### config.mk
export PLATFORM = sky130hd
export DESIGN_NAME = ysyx_23060236_scoreboard
export DESIGN_NICKNAME = d
export VERILOG_FILES = /design/src/rtl/ysyx_23060236_scoreboard.sv
export SDC_FILE = /design/constraint.sdc
export NUM_CORES = 1
export LEC_CHECK = 0
export CORE_ASPECT_RATIO = 1.2
export CORE_MARGIN = 4
export CORE_UTILIZATION = 48
export DETAILED_ROUTE_END_ITERATION = 10
export GPL_TIMING_DRIVEN = 0
export PLACE_DENSITY = 0.71
export SLEW_MARGIN = 20
export SYNTH_ARGS = -nofsm -noshare
export SYNTH_HDL_FRONTEND = slang
export SYNTH_SLANG_ARGS = --single-unit
### constraint.sdc
create_clock -name clock -period 2.9 [get_ports clock]
set_input_delay 0.29 -clock clock [delete_from_list [all_inputs] [get_ports clock]]
set_output_delay 0.29 -clock clock [all_outputs]
set_load 0.005 [all_outputs]
### src/rtl/ysyx_23060236_scoreboard.sv
// ---------------------------------------------------------------------------
// ysyx_23060236_scoreboard
//
// Register-hazard scoreboard for a single-issue pipeline with 16 architectural
// registers (x0 hard-wired to zero). Each register r = 1..15 has a 2-bit count
// of in-flight writes. A source operand that is still pending stalls issue.
// The exception is an operand whose only pending write retires in this same
// cycle: that operand is forwarded from the writeback path instead.
//
// Handshake: issue_valid/issue_ready follow strict valid/ready semantics.
// An instruction is accepted on a rising clock edge where both are high.
// issue_ready is purely combinational and never depends on issue_valid.
// While issue_valid is low, nothing is accepted and no counter is touched.
//
// Ports
//   clock, reset                 sole clock; async active-high reset
//   issue_valid/rd/wen           instruction offered by decode
//   rs1, rs2, need_rs1/2         its source registers and whether it reads them
//   wb_valid, wb_rd, wb_wen      writeback retiring this cycle
//   flush                        mispredict kill; all counters clear next edge
//   issue_ready                  offered instruction may be accepted
//   fwd_rs1, fwd_rs2             take that source from the writeback value
//   busy_mask[15:0]              bit r set while register r has pending writes
//
// Optional feature (macro YSYX_23060236_SB_PERF_EN):
//   perf_stall_cycles[31:0]      number of cycles with issue_valid & stall
//   perf_stall_events[31:0]      number of rising edges of that condition
// ---------------------------------------------------------------------------
module ysyx_23060236_scoreboard (
  input  logic        clock,
  input  logic        reset,
  input  logic        issue_valid,
  input  logic [3:0]  issue_rd,
  input  logic        issue_wen,
  input  logic [3:0]  rs1,
  input  logic [3:0]  rs2,
  input  logic        need_rs1,
  input  logic        need_rs2,
  input  logic        wb_valid,
  input  logic [3:0]  wb_rd,
  input  logic        wb_wen,
  input  logic        flush,
  output logic        issue_ready,
  output logic        fwd_rs1,
  output logic        fwd_rs2,
  output logic [15:0] busy_mask
`ifdef YSYX_23060236_SB_PERF_EN
  ,
  output logic [31:0] perf_stall_cycles,
  output logic [31:0] perf_stall_events
`endif
);

  logic [1:0]  r_cnt [1:15];
  logic [1:0]  w_cnt [16];     // view with x0 pinned to zero
  logic [15:0] w_retire;
  logic [15:0] w_inc;
  logic        w_accept;
  logic        w_hit1;
  logic        w_hit2;
  logic        w_full_wr;
  logic        w_stall;

  always_comb begin
    w_cnt[0] = 2'd0;
    for (int r = 1; r < 16; r++) begin
      w_cnt[r] = r_cnt[r];
    end
  end

  // Per-register retire and increment strobes; x0 never moves.
  always_comb begin
    w_retire = '0;
    w_inc    = '0;
    for (int r = 1; r < 16; r++) begin
      w_retire[r] = wb_valid & wb_wen & (wb_rd == 4'(r));
      w_inc[r]    = w_accept & issue_wen & (issue_rd == 4'(r));
    end
  end

  always_comb begin
    w_hit1    = need_rs1 & (rs1 != 4'd0) & (w_cnt[rs1] != 2'd0);
    w_hit2    = need_rs2 & (rs2 != 4'd0) & (w_cnt[rs2] != 2'd0);
    // Forward only when the retiring write is the last one outstanding;
    // with a younger write still in flight the writeback value is stale.
    fwd_rs1   = w_hit1 & w_retire[rs1] & (w_cnt[rs1] == 2'd1);
    fwd_rs2   = w_hit2 & w_retire[rs2] & (w_cnt[rs2] == 2'd1);
    // A saturated counter cannot take another write; block it at issue.
    w_full_wr = issue_wen & (issue_rd != 4'd0) & (w_cnt[issue_rd] == 2'd3);
    w_stall   = (w_hit1 & ~fwd_rs1) | (w_hit2 & ~fwd_rs2) | w_full_wr;
    issue_ready = ~w_stall & ~flush;
    w_accept  = issue_valid & issue_ready;
  end

  always_comb begin
    busy_mask = '0;
    for (int r = 1; r < 16; r++) begin
      busy_mask[r] = (w_cnt[r] != 2'd0);
    end
  end

  // Accept and retire on the same register cancel, even from zero (net 0).
  // A lone retire on an idle register is dropped so the count never wraps.
  always_ff @(posedge clock or posedge reset) begin
    if (reset) begin
      for (int r = 1; r < 16; r++) begin
        r_cnt[r] <= 2'd0;
      end
    end else if (flush) begin
      for (int r = 1; r < 16; r++) begin
        r_cnt[r] <= 2'd0;
      end
    end else begin
      for (int r = 1; r < 16; r++) begin
        case ({w_inc[r], w_retire[r]})
          2'b10:   r_cnt[r] <= r_cnt[r] + 2'd1;
          2'b01:   if (r_cnt[r] != 2'd0) r_cnt[r] <= r_cnt[r] - 2'd1;
          default: r_cnt[r] <= r_cnt[r];
        endcase
      end
    end
  end

`ifdef YSYX_23060236_SB_PERF_EN
  logic        w_stall_cond;
  logic        r_stall_d;
  logic [31:0] r_perf_cycles;
  logic [31:0] r_perf_events;

  assign w_stall_cond = issue_valid & w_stall;

  always_ff @(posedge clock or posedge reset) begin
    if (reset) begin
      r_stall_d     <= 1'b0;
      r_perf_cycles <= 32'd0;
      r_perf_events <= 32'd0;
    end else begin
      r_stall_d <= w_stall_cond;
      if (w_stall_cond) r_perf_cycles <= r_perf_cycles + 32'd1;
      if (w_stall_cond & ~r_stall_d) r_perf_events <= r_perf_events + 32'd1;
    end
  end

  assign perf_stall_cycles = r_perf_cycles;
  assign perf_stall_events = r_perf_events;
`endif

endmodule

Yosys cells after proc, flatten, opt, wreduce, memory -nomap -nowiden:

Index checks and enable logic that the tools add are counted.

* add/sub/neg operators: 30
* magnitude comparators: 5
* eq/ne operators: 78
* mux-type cells: 44
* bitwise operators: 55
* reductions and logical operators: 50

Operators by type and width (number)
* equality test 4 bit (second input constant): 16
* case mux 2 bit (2 select lines): 15
* AND 1 bit: 46
* != test 3 bit (second input constant): 15
* nonzero test 3 bit: 15
* two-way mux 2 bit: 21
* equality test 2 x 1 -> 1 bit (second input constant): 17
* nonzero test 2 bit: 17
* equality test 2 bit (second input constant): 16
* equality test 4 x 3 -> 1 bit (second input constant): 8
* adder 2 x 1 -> 2 bit (second input constant): 15
* two-way mux 30 bit: 1
* AND reduction 2 bit: 15
* subtractor 2 x 1 -> 2 bit (second input constant): 15
* binary-select mux 2 bit (select 4 bit): 3
* equality test 4 x 2 -> 1 bit (second input constant): 4
* >= comparator 5 bit (second input constant): 3
* inverter 4 -> 5 bit: 3
* nonzero test 4 bit: 3
* < comparator 4 x 5 -> 1 bit (second input constant): 2
* binary-select mux 1 bit (select 4 bit): 2
* equality test 4 x 1 -> 1 bit (second input constant): 2
* inverter 1 bit: 4
* two-way mux 1 bit: 2
* bitwise OR 1 bit: 2

* flip-flop bits (word level): 30
* input port bits: 25
* output and inout port bits: 19
* logic and storage cells: 277

Logic depth before layout (Yosys ltp):

* depth in word-level cells: 20
* gate-level depth with buffers: 12

Worst setup path before layout:

OpenSTA, ideal clock, no wires.

* kind: input to register
* start point: input port rs2[0]
* end point: register r_cnt[16] (netlist name)
* library setup time: 83 ps
* arrival time: 2627 ps
* path slack: 191 ps
* stages on the path: 11
* buffers on the path: 3
* path through: buf_2 > buf_2 > mux2_2 > o22ai_1 > nor3_1 > o22ai_1 > a21oi_1 > buf_2 > or4_1 > o32a_1 > o21ai_0

* longest elaborated chain between the ends: 20
* elaborated cells between the ends (all ways): 29
* those cells by class: eq/ne (4); mux (7); bitwise (14); reduce/logical (4)

Ends and longest elaborated chain
* from (decl): RTL line 36 `input logic [3:0] rs2,`
* inverter 4 -> 5 bit (implied by the code): RTL line 83, 87
* binary-select mux 2 bit (select 4 bit): RTL line 83, 87
* two-way mux 2 bit (implied by the code) (2 in series): RTL line 83, 87
* nonzero test 2 bit: RTL line 83 `w_hit2 = need_rs2 & (rs2 != 4'd0) & (w_cnt[rs2] != 2'd0);`
* AND 1 bit: RTL line 83
* AND 1 bit (2 in series): RTL line 87 `fwd_rs2 = w_hit2 & w_retire[rs2] & (w_cnt[rs2] == 2'd1);`
* inverter 1 bit: RTL line 90 `w_stall = (w_hit1 & ~fwd_rs1) | (w_hit2 & ~fwd_rs2) | w_full_wr;`
* AND 1 bit (*): RTL line 90
* bitwise OR 1 bit (*) (2 in series): RTL line 90
* inverter 1 bit (*): RTL line 91 `issue_ready = ~w_stall & ~flush;`
* AND 1 bit (*): RTL line 91
* AND 1 bit (*): RTL line 92 `w_accept = issue_valid & issue_ready;`
* AND 1 bit (*) (2 in series): RTL line 77 `w_inc[r] = w_accept & issue_wen & (issue_rd == 4'(r));`
* equality test 2 x 1 -> 1 bit or equality test 2 bit (tied branches): RTL line 115 `case ({w_inc[r], w_retire[r]})`
* case mux 2 bit (2 select lines), or another cell as far along: RTL line 115
* two-way mux 30 bit or AND reduction 2 bit (tied branches)
* to (signal, indexed assignment): RTL line 116 `2'b10: r_cnt[r] <= r_cnt[r] + 2'd1;`
* to (signal, indexed assignment): RTL line 118 `default: r_cnt[r] <= r_cnt[r];`
* to (decl): RTL line 54 `logic [1:0] r_cnt [1:15];`

Every way passes the cells marked *; elsewhere a longest branch is shown, timed or not. The select of a mux whose other input is x is not followed.
A chain may end at the register's enable or synchronous reset.

Final worst setup path:

* start point: input port rs2[1]
* end point: output port issue_ready

* longest elaborated chain between the ends: 14
* elaborated cells between the ends (all ways): 19
* those cells by class: eq/ne (1); mux (5); bitwise (11); reduce/logical (2)

Ends and longest elaborated chain
* inverter 4 -> 5 bit (implied by the code): RTL line 83, 87
* binary-select mux 2 bit (select 4 bit): RTL line 83, 87
* two-way mux 2 bit (implied by the code) (2 in series): RTL line 83, 87
* nonzero test 2 bit: RTL line 83
* AND 1 bit: RTL line 83
* AND 1 bit (2 in series): RTL line 87
* inverter 1 bit: RTL line 90
* AND 1 bit (*): RTL line 90
* bitwise OR 1 bit (*) (2 in series): RTL line 90
* inverter 1 bit (*): RTL line 91
* AND 1 bit (*): RTL line 91
* to (decl): RTL line 43 `output logic issue_ready,`

Marks and branches as above.

==> results_dict.tcl <==
set metrics [dict create \
    cellLeakagePower_uw 0.00165 \
    drc 0 \
    wl_microns 12800 \
    finalPower_uw 1180 \
    synth.most_common_cell "nand2_1" \
    syn-instance-count 428 \
    yosys-top-cells-area "dfrtp_1 (22%), mux4_2 (6.7%), o21ai_0 (4.9%)" \
    maxCapViolations 0 \
    final_area_sq_um 4340 \
    synth_top_cell_by_area "dfrtp_1" \
    crit_path_top_delay_cell "clkdlybuf4s50_1" \
    dieArea_sq_um 8370 \
    power_density_nw_per_um2 271 \
    cts_tree "done" \
    power_frac_clock_pct 37.3 \
    viasPerCell 6.73 \
    drtIter0Drc 374 \
    drive_above_1_share_pct 29.3 \
    regMostFlops "r_cnt" \
    gp_congestion 0.972 \
    path_buf_inv 6 \
    root_buffer "clkbuf_8" \
    crit_chain "clkdlybuf4s50_1 -> buf_6 -> nand2_1 -> o21ai_0 -> a211oi_2 -> o22ai_2 -> buf_4 -> a21oi_4 -> buf_6 -> nor2_4 -> buf_6 -> and2_1 -> buf_2" \
    crit_family "buffers and inverters" \
    yosys_warnings 0 \
    drtPass1Iterations 5 \
    die_y_microns 99.4 \
    final_util_pct 63.7 \
    cp-end-kind "output pin" \
    ir_drop_mv 0.268 \
    n_antenna_cell 0 \
    place_area_sq_um 3790 \
    status "finished clean" \
    synthTopCellsByCount "nand2_1 (37), o21ai_0 (33), dfrtp_1 (30)" \
    required_ns 2.61 \
    synthesis.area_sq_um 3340 \
    period_needed_ns 2.88 \
    antenna_found_initial 0 \
    placed_cells 549 \
    p_sw_share_pct 32.5 \
    num_vias 3944 \
    criticalPathCategory "input port to output pin" \
    core_area_sq_um 6810 \
    p_int_uw 794 \
    top_regs "r_cnt (30)" \
    ys_seq_area_share_pct 22.4 \
    crit_path_start_kind "input port" \
    tightest_slew_ns 0.643 \
    io_buffers 34 \
    stdcell_count 586 \
    slew_headroom_pct 56.7 \
    initial_core_util_pct 49.1 \
    finalMaxSlewViolations 0 \
    finalHoldViolations 0 \
    grt_max_degree 31 \
    path_common_cell "buf_6" \
    fin_nets 523 \
    fp.dieW_microns 84.2 \
    num_rows 33 \
    p_comb_share_pct 26.8 \
    min_period_over_period_pct 99.4 \
    avgSynthCellArea_sq_um 7.81 \
    clockBufferDepth 2 \
    clock-sinks 30 \
    htree_levels 2 \
    syn-num-nets 453 \
    fmax_ghz 0.347 \
    async_flop_share_pct 100 \
    hp-class "input port to async pin" \
    synth_cell_types 58 \
    grt_pass1_vias 3803 \
    grt_overflow 0 \
    hpwl_microns 8710 \
    rrSetupSlack_ns 0.04 \
    power_frac_seq_pct 35.9 \
    rsz0062_at_grt "true" \
    slowest_delay_ns 0.50 \
    synth-main-ff-cell "dfrtp_1" \
    area_growth_pct 29.8 \
    clock_skew_ns 0.00996 \
    hold_buffers 0 \
    gr-usage-all-layers_pct 30.0 \
    setup_violations 0 \
    ys_seq_elements 30 \
    grt_pass1_wl_microns 19900 \
    worstPathMaxFanout 10 \
    yosysTopAreaCellShare_pct 22.4 \
    switchingPower_uw 382 \
    io_pins 44 \
    largest_reg_flops 30 \
    avgRoutedWirePerCell_microns 21.9 \
    clock_latency_ns 0.30 \
    antenna_left 0 \
    cts_buffers 5 \
    clk_pin_slew_worst_paths_ns 0.08 \
    synth-edff-count 0 \
    worstPathArrival_ns 2.59 \
]
## repair_timing
action | CTS | global route
endpoints found under the setup margin | 32 | 21
gates resized for setup | 41 | 32
pin swaps | 5 | 10
setup buffers | 19 | 11
## per-stage QoR
| stage | hold WS (ns) | setup TNS (ns) | worst slack (ns) |
|---|---|---|---|
| 6_report | 0.394 | 0 | 0.0176 |
| 5_1_grt | 0.468 | -0.296 | -0.0997 |
| 4_1_cts | 0.423 | -0.137 | -0.0721 |
| 3_5_place_dp | 0.586 | -21.35 | -1.37 |
| 3_3_place_gp | 0.588 | -20.76 | -1.38 |
| 2_1_floorplan | 0.381 | 0 | 0.191 |
## power by group through the flow
stage                     sequential (uW)  combinational (uW)  clock (uW)
final                                 422                 315         439
after detailed placement              430                 247           0
after global placement                430                 246           0
after floorplan                       429                 157           0
after global routing                  422                 334         450
after CTS                             421                 279         436
## layout make-up
class                           instances  area, sq um
Multi-Input combinational cell        357         2570
Fill cell                             591         2470
Sequential cell                        30          769
Timing Repair Buffer                   64          564
Buffer                                 28          170
Tap cell                               87          109
Clock buffer                            5         68.8
Inverter                               12         45.0
Clock inverter                          3         40.0
## path summary, 6_finish.rpt
| path | start | to | cells past startpoint |
|---|---|---|---|
| setup / recovery | rs2[1] | issue_ready | 13 |
| setup reg to reg | r_cnt[3] | r_cnt[4] | 9 |
| hold reg to reg | r_cnt[4] | r_cnt[4] | 1 |
| min in group clock | issue_rd[3] | r_cnt[6] | 3 |
| hold / removal | reset | r_cnt[11] | 2 |
| max in group asynchronous | reset | r_cnt[26] | 2 |
## cell families after synthesis
kind of cell	count (synthesis)	synth area share [%]
AND/OR/NAND/NOR	193	31.1
buffers and inverters	41	5.31
XOR/XNOR	12	3.14
AO/OA/AOI/OAI	120	24.4
multiplexers	31	13.5
flip-flops	30	22.4
other	1	0.112
## layout by cell type, fill, tap and decap left out, types with 7 or more instances in the layout
master | Yosys | final
nand2_1 | 37 | 36
buf_4 | 3 | 33
o21ai_0 | 33 | 32
clkdlybuf4s50_1 | 0 | 30
nor2_1 | 27 | 26
a21oi_1 | 24 | 22
or2_2 | 18 | 18
nor3_1 | 19 | 17
nand3_1 | 17 | 17
nand4_1 | 15 | 15
dfrtp_1 | 30 | 15
dfrtp_2 | 0 | 15
and2_1 | 14 | 14
mux2_2 | 13 | 13
inv_1 | 12 | 11
clkbuf_1 | 15 | 11
mux4_2 | 10 | 10
and3_1 | 8 | 8
nor2b_1 | 9 | 8
buf_2 | 10 | 7
nand2b_1 | 7 | 7
mux2i_1 | 8 | 7
xnor2_1 | 7 | 7
o2111ai_1 | 7 | 7
## routing by layer
layer,vias up,routed length (microns),GRT usage [%]
met1,1870,4910,37.4
li1,1761,-,-
met3,68,1120,5.30
met4,0,745,15.5
met5,-,0,0
met2,245,6030,49.7
Note: power is estimated with default switching activity, not from simulation.
